==> src/rtl/port_rr_arbiter.sv <==
// rtl/port_rr_arbiter.sv - frame-level round-robin egress port arbiter with watchdog
module port_rr_arbiter #(
  parameter int IFG_CYCLES       = 12,
  parameter int MAX_FRAME_CYCLES = 1600
) (
  input  logic       clk,
  input  logic       rst_n,
  input  logic [3:0] req,
  input  logic [3:0] eof,
  input  logic       out_ready,
  output logic [3:0] grant,
  output logic [3:0] rd_en,
  output logic       busy,
  output logic       timeout
);

  typedef enum logic [1:0] {
    S_IDLE,
    S_SETUP,
    S_XFER,
    S_GAP
  } state_t;

  state_t      state, state_nxt;
  logic [3:0]  grant_nxt;
  logic [1:0]  last, last_nxt;
  logic [15:0] wd_cnt, wd_nxt;
  logic [7:0]  gap_cnt, gap_nxt;
  logic        timeout_nxt;
  logic [1:0]  pick;
  logic [1:0]  gidx;
  logic        eof_hit;

  // Reads only happen in XFER, paced by downstream; the mux select settles during SETUP
  assign rd_en   = (state == S_XFER) ? (grant & {4{out_ready}}) : 4'b0000;
  assign busy    = (state != S_IDLE);
  // rd_en is only ever set on the granted port, so this is eof[g] & rd_en[g]
  assign eof_hit = |(eof & rd_en);

  // Round-robin pick: scan from last+1 upward; later loop passes have higher priority
  always_comb begin
    logic [1:0] idx;
    pick = last;
    idx  = last;
    for (int i = 4; i >= 1; i--) begin
      idx = 2'(last + 2'(i));
      if (req[idx]) pick = idx;
    end
  end

  // Index of the port currently granted (grant is one-hot whenever it is used)
  always_comb begin
    gidx = 2'd0;
    case (grant)
      4'b0010: gidx = 2'd1;
      4'b0100: gidx = 2'd2;
      4'b1000: gidx = 2'd3;
      default: gidx = 2'd0;
    endcase
  end

  // Next-state logic: frame sequencing, watchdog and inter-frame gap
  always_comb begin
    state_nxt   = state;
    grant_nxt   = grant;
    last_nxt    = last;
    wd_nxt      = wd_cnt;
    gap_nxt     = gap_cnt;
    timeout_nxt = 1'b0;
    case (state)
      S_IDLE: begin
        grant_nxt = 4'b0000;
        if (|req) begin
          grant_nxt = 4'(4'b0001 << pick);
          state_nxt = S_SETUP;
        end
      end
      S_SETUP: begin
        wd_nxt    = 16'd0;
        state_nxt = S_XFER;
      end
      S_XFER: begin
        wd_nxt = wd_cnt + 16'd1;
        // A qualifying eof on the last allowed cycle still counts as a clean end
        if (eof_hit) begin
          grant_nxt = 4'b0000;
          last_nxt  = gidx;
          gap_nxt   = 8'd0;
          state_nxt = S_GAP;
        end else if (wd_cnt == 16'(MAX_FRAME_CYCLES - 1)) begin
          grant_nxt   = 4'b0000;
          last_nxt    = gidx;
          gap_nxt     = 8'd0;
          timeout_nxt = 1'b1;
          state_nxt   = S_GAP;
        end
      end
      S_GAP: begin
        if (gap_cnt == 8'(IFG_CYCLES - 1)) begin
          state_nxt = S_IDLE;
        end else begin
          gap_nxt = gap_cnt + 8'd1;
        end
      end
      default: begin
        grant_nxt = 4'b0000;
        state_nxt = S_IDLE;
      end
    endcase
  end

  // State register; last resets to 3 so port 0 is first in line
  always_ff @(posedge clk or negedge rst_n) begin
    if (!rst_n) begin
      state   <= S_IDLE;
      grant   <= 4'b0000;
      last    <= 2'd3;
      wd_cnt  <= 16'd0;
      gap_cnt <= 8'd0;
      timeout <= 1'b0;
    end else begin
      state   <= state_nxt;
      grant   <= grant_nxt;
      last    <= last_nxt;
      wd_cnt  <= wd_nxt;
      gap_cnt <= gap_nxt;
      timeout <= timeout_nxt;
    end
  end

endmodule

==> config.mk <==
export PLATFORM = sky130hd
export DESIGN_NAME = port_rr_arbiter
export DESIGN_NICKNAME = d
export VERILOG_FILES = /design/src/rtl/port_rr_arbiter.sv
export SDC_FILE = /design/constraint.sdc
export NUM_CORES = 1
export LEC_CHECK = 0
export ABC_AREA = 1
export BUFFER_PORTS_ARGS = -buffer_cell sky130_fd_sc_hd__buf_2
export CAP_MARGIN = 20
export CORE_AREA = 2 2 81 83
export CTS_BUF_LIST = sky130_fd_sc_hd__clkbuf_4 sky130_fd_sc_hd__clkbuf_8 sky130_fd_sc_hd__clkbuf_16
export DETAILED_ROUTE_END_ITERATION = 10
export DIE_AREA = 0 0 83 85
export GPL_ROUTABILITY_DRIVEN = 0
export PLACE_DENSITY = 0.5
export RECOVER_POWER = 100
export SYNTH_ARGS = -nofsm -noshare
export SYNTH_HDL_FRONTEND = slang
export SYNTH_SLANG_ARGS = --single-unit
==> constraint.sdc <==
create_clock -name clk -period 1.8 [get_ports clk]
set_clock_uncertainty 0.2 [all_clocks]
set_input_delay 0.18 -clock clk [delete_from_list [all_inputs] [get_ports clk]]
set_output_delay 0.18 -clock clk [all_outputs]
set_load 0.1 [all_outputs]
==> impl_metrics.json <==
{
  "gr-usage-met1_pct": 17.5,
  "drive_above_1_share_pct": 41.4,
  "fmax_ghz": 0.512,
  "drc_errors": 0,
  "wl_um": 5000,
  "h-tree-depth": 2,
  "yosys.area.top_type": "dfrtp_1",
  "dp_cells": 414,
  "numCtsBuffers": 5,
  "cp.arrival_ns": 1.57,
  "synth_top_area_share_pct": 37.0,
  "clock-sinks": 33,
  "reg2regPathDepth": 11,
  "maxCapViolCount": 0,
  "start_util_pct": 33.8,
  "yosys_warnings": 0,
  "clk_path_buf_depth": 2,
  "p_total_mw": 4.51,
  "rows": 29,
  "die_height_um": 85,
  "synthDistinctLibCells": 32,
  "setup_ws_ns": -0.153,
  "finalSetupViolCount": 26,
  "synth.avg_cell_area_um2": 7.35,
  "slew_headroom_pct": 63.8,
  "grt_pass1_vias": 1869,
  "io_buffers": 20,
  "p_clk_share_pct": 16.5,
  "crit_path_end_kind": "output pin",
  "synth.area.top_cells": "dfrtp_1 (37%), nand2_1 (16%), inv_1 (5.0%)",
  "hold_viol": 0,
  "antenna_found_initial": 0,
  "crit_fanout": 3,
  "outcome": "finished with violations",
  "drt_pass1_iterations": 4,
  "drtAntennaViolNets": 0,
  "switching_power_mw": 2.04,
  "grt_setup_unrepaired": "true",
  "vias": 2012,
  "grt.total_usage_pct": 14.6,
  "powerDensity_mw_per_mm2": 1450,
  "wl_per_cell_um": 11.6,
  "cts_tree": "done",
  "die_x_um": 83,
  "via_per_inst": 4.66,
  "groute.layer.met2.usage_pct": 25.4,
  "fillCellCount": 620,
  "use_met3_pct": 3.02,
  "grt_overflow_total": 0,
  "fin_util_pct": 50.1,
  "drv_slew": 0,
  "violations": "negative setup slack",
  "p_int_mw": 2.47,
  "synth_cells": 285,
  "required_ns": 1.42,
  "worstSetupPathType": "register to output pin",
  "total_leakage_power_nw": 1.52,
  "worst_slew_pin_slew_ns": 0.546,
  "ys_ff_latch": 33,
  "area_delta_synth_final_pct": 48.5,
  "die_area_mm2": 0.00706,
  "pwr-share-seq_pct": 22.1,
  "grt_pass1_wl_um": 8290,
  "sw_frac_of_total_pct": 45.1,
  "vdd_ir_drop_max_v": 0.000662,
  "dp_slack_ns": -0.125,
  "dp_hpwl_um": 3700,
  "post_dp_cell_area_mm2": 0.00268,
  "timing.final.crit_period_ns": 1.95,
  "initialDrtViolationCount": 51,
  "core_mm2": 0.00620,
  "worstSkewPairLatency_ns": 0.29,
  "antennaDiodeCount": 0,
  "fin_hold_ws_ns": 0.0740,
  "holdPathStages": 5,
  "netlist_area_mm2": 0.00209,
  "synth-seq-area-share_pct": 39.5,
  "busiest_layer": "met2",
  "fin_setup_tns_ns": -2.00,
  "ios": 21,
  "hp-class": "input pin to register",
  "clkTransAtPathRegs_ns": 0.07,
  "combinationalPowerShare_pct": 61.4,
  "synth_nets": 302,
  "fin_crit_sh_pct": 109,
  "ctsRootBufferMaster": "clkbuf_8",
  "worstSetupStartpointType": "register",
  "fin_nets": 371,
  "grt_max_degree": 15,
  "final_cell_area_mm2": 0.00311,
  "stdcell_count": 432
}
## layout by cell type (no fill, tap or decap), drive strengths merged, types with 2 or more instances in the layout
cell type,instances
or2,3
buf,60
nor2,30
inv,32
a21oi,12
nand2,95
nand3,22
ha,6
nor3,10
o21a,3
dfrtp,31
o21ai,20
clkbuf,11
clkinvlp,2
nand4,4
xor2,3
dfstp,2
## Yosys cell counts (all sizes together)
library cell  count
bufinv            1
inv              33
dfrtp            31
xor2              3
nand3            22
nand4             4
ha                6
a31oi             1
and3              1
nor3b             1
o21ai            20
nor2             30
or2               3
nor3             10
dfstp             2
nand2            95
buf               3
nor4              1
o21a              3
o211ai            1
a21oi            12
nand3b            1
xnor2             1
## worst paths after layout
path	startpoint	endpoint	slack, ns
worst max-delay path	state[0]$_DFFE_PN0P_	rd_en[3]	-0.15
worst min-delay path	eof[2]	timeout$_DFF_PN0_	0.07
worst max register to register	state[1]$_DFFE_PN0P_	gap_cnt[0]$_DFFE_PN0P_	-0.11
worst min register to register	wd_cnt[13]$_DFFE_PN0P_	wd_cnt[13]$_DFFE_PN0P_	0.28
max in group asynchronous	rst_n	last[0]$_DFFE_PN1P_	0.50
min in group asynchronous	rst_n	gap_cnt[0]$_DFFE_PN0P_	0.17
## repair_timing
item,CTS,global route
gates cloned,0,0
endpoints found under the setup margin,25,34
hold buffers,1,0
pin swaps,4,14
endpoints found under the hold margin,31,0
resized for setup,9,63
setup buffers,3,6
## routing by layer
layer / share of wire, % / wire length [um]
met1: 46 / 2280
met2: 50 / 2520
met3: 2.5 / 126
met4: 1.5 / 74
met5: 0 / 0
## sequential cells by signal, summed over array words and instances, names as in the netlist
signal   count
gap_cnt      8
grant        4
last         2
state        2
timeout      1
wd_cnt      16
## worst max-delay path: stages, from the launching register on
cell	delay, ns
dfrtp_1	0.38
inv_2	0.09
ha_4	0.15
buf_6	0.09
clkinvlp_4	0.09
buf_12	0.14
nor3_4	0.15
buf_12	0.20
## kinds of logic after synthesis
family                     synth area share, %
and+or+nand+nor                           36.9
adders and majority gates                 3.58
AOI/OAI and AO/OA                         10.1
buffers and inverters                     8.18
xor gates and xnor gates                  1.67
DFF                                       39.5
## area by class of cell
cell class	count	area [um^2]	area share [%]
flip-flops and latches	33	836	26.9
inverters	34	145	4.67
repair buffers	65	572	18.4
multi-input cells	215	1340	43.1
clock buffers	7	90.1	2.90
well taps	77	96.3	3.10
clock inverters	1	30.0	0.965
## power groups by stage
stage | Clock, mW | Sequential, mW | Combinational, mW
final | 0.744 | 0.996 | 2.77
after global routing | 0.807 | 1.01 | 3.02
after CTS | 0.772 | 0.992 | 2.42
after detailed placement | 0 | 1.00 | 2.28
after global placement | 0 | 1.00 | 2.27
after floorplan | 0 | 1.14 | 1.32
(Power assumes the default switching activity.)
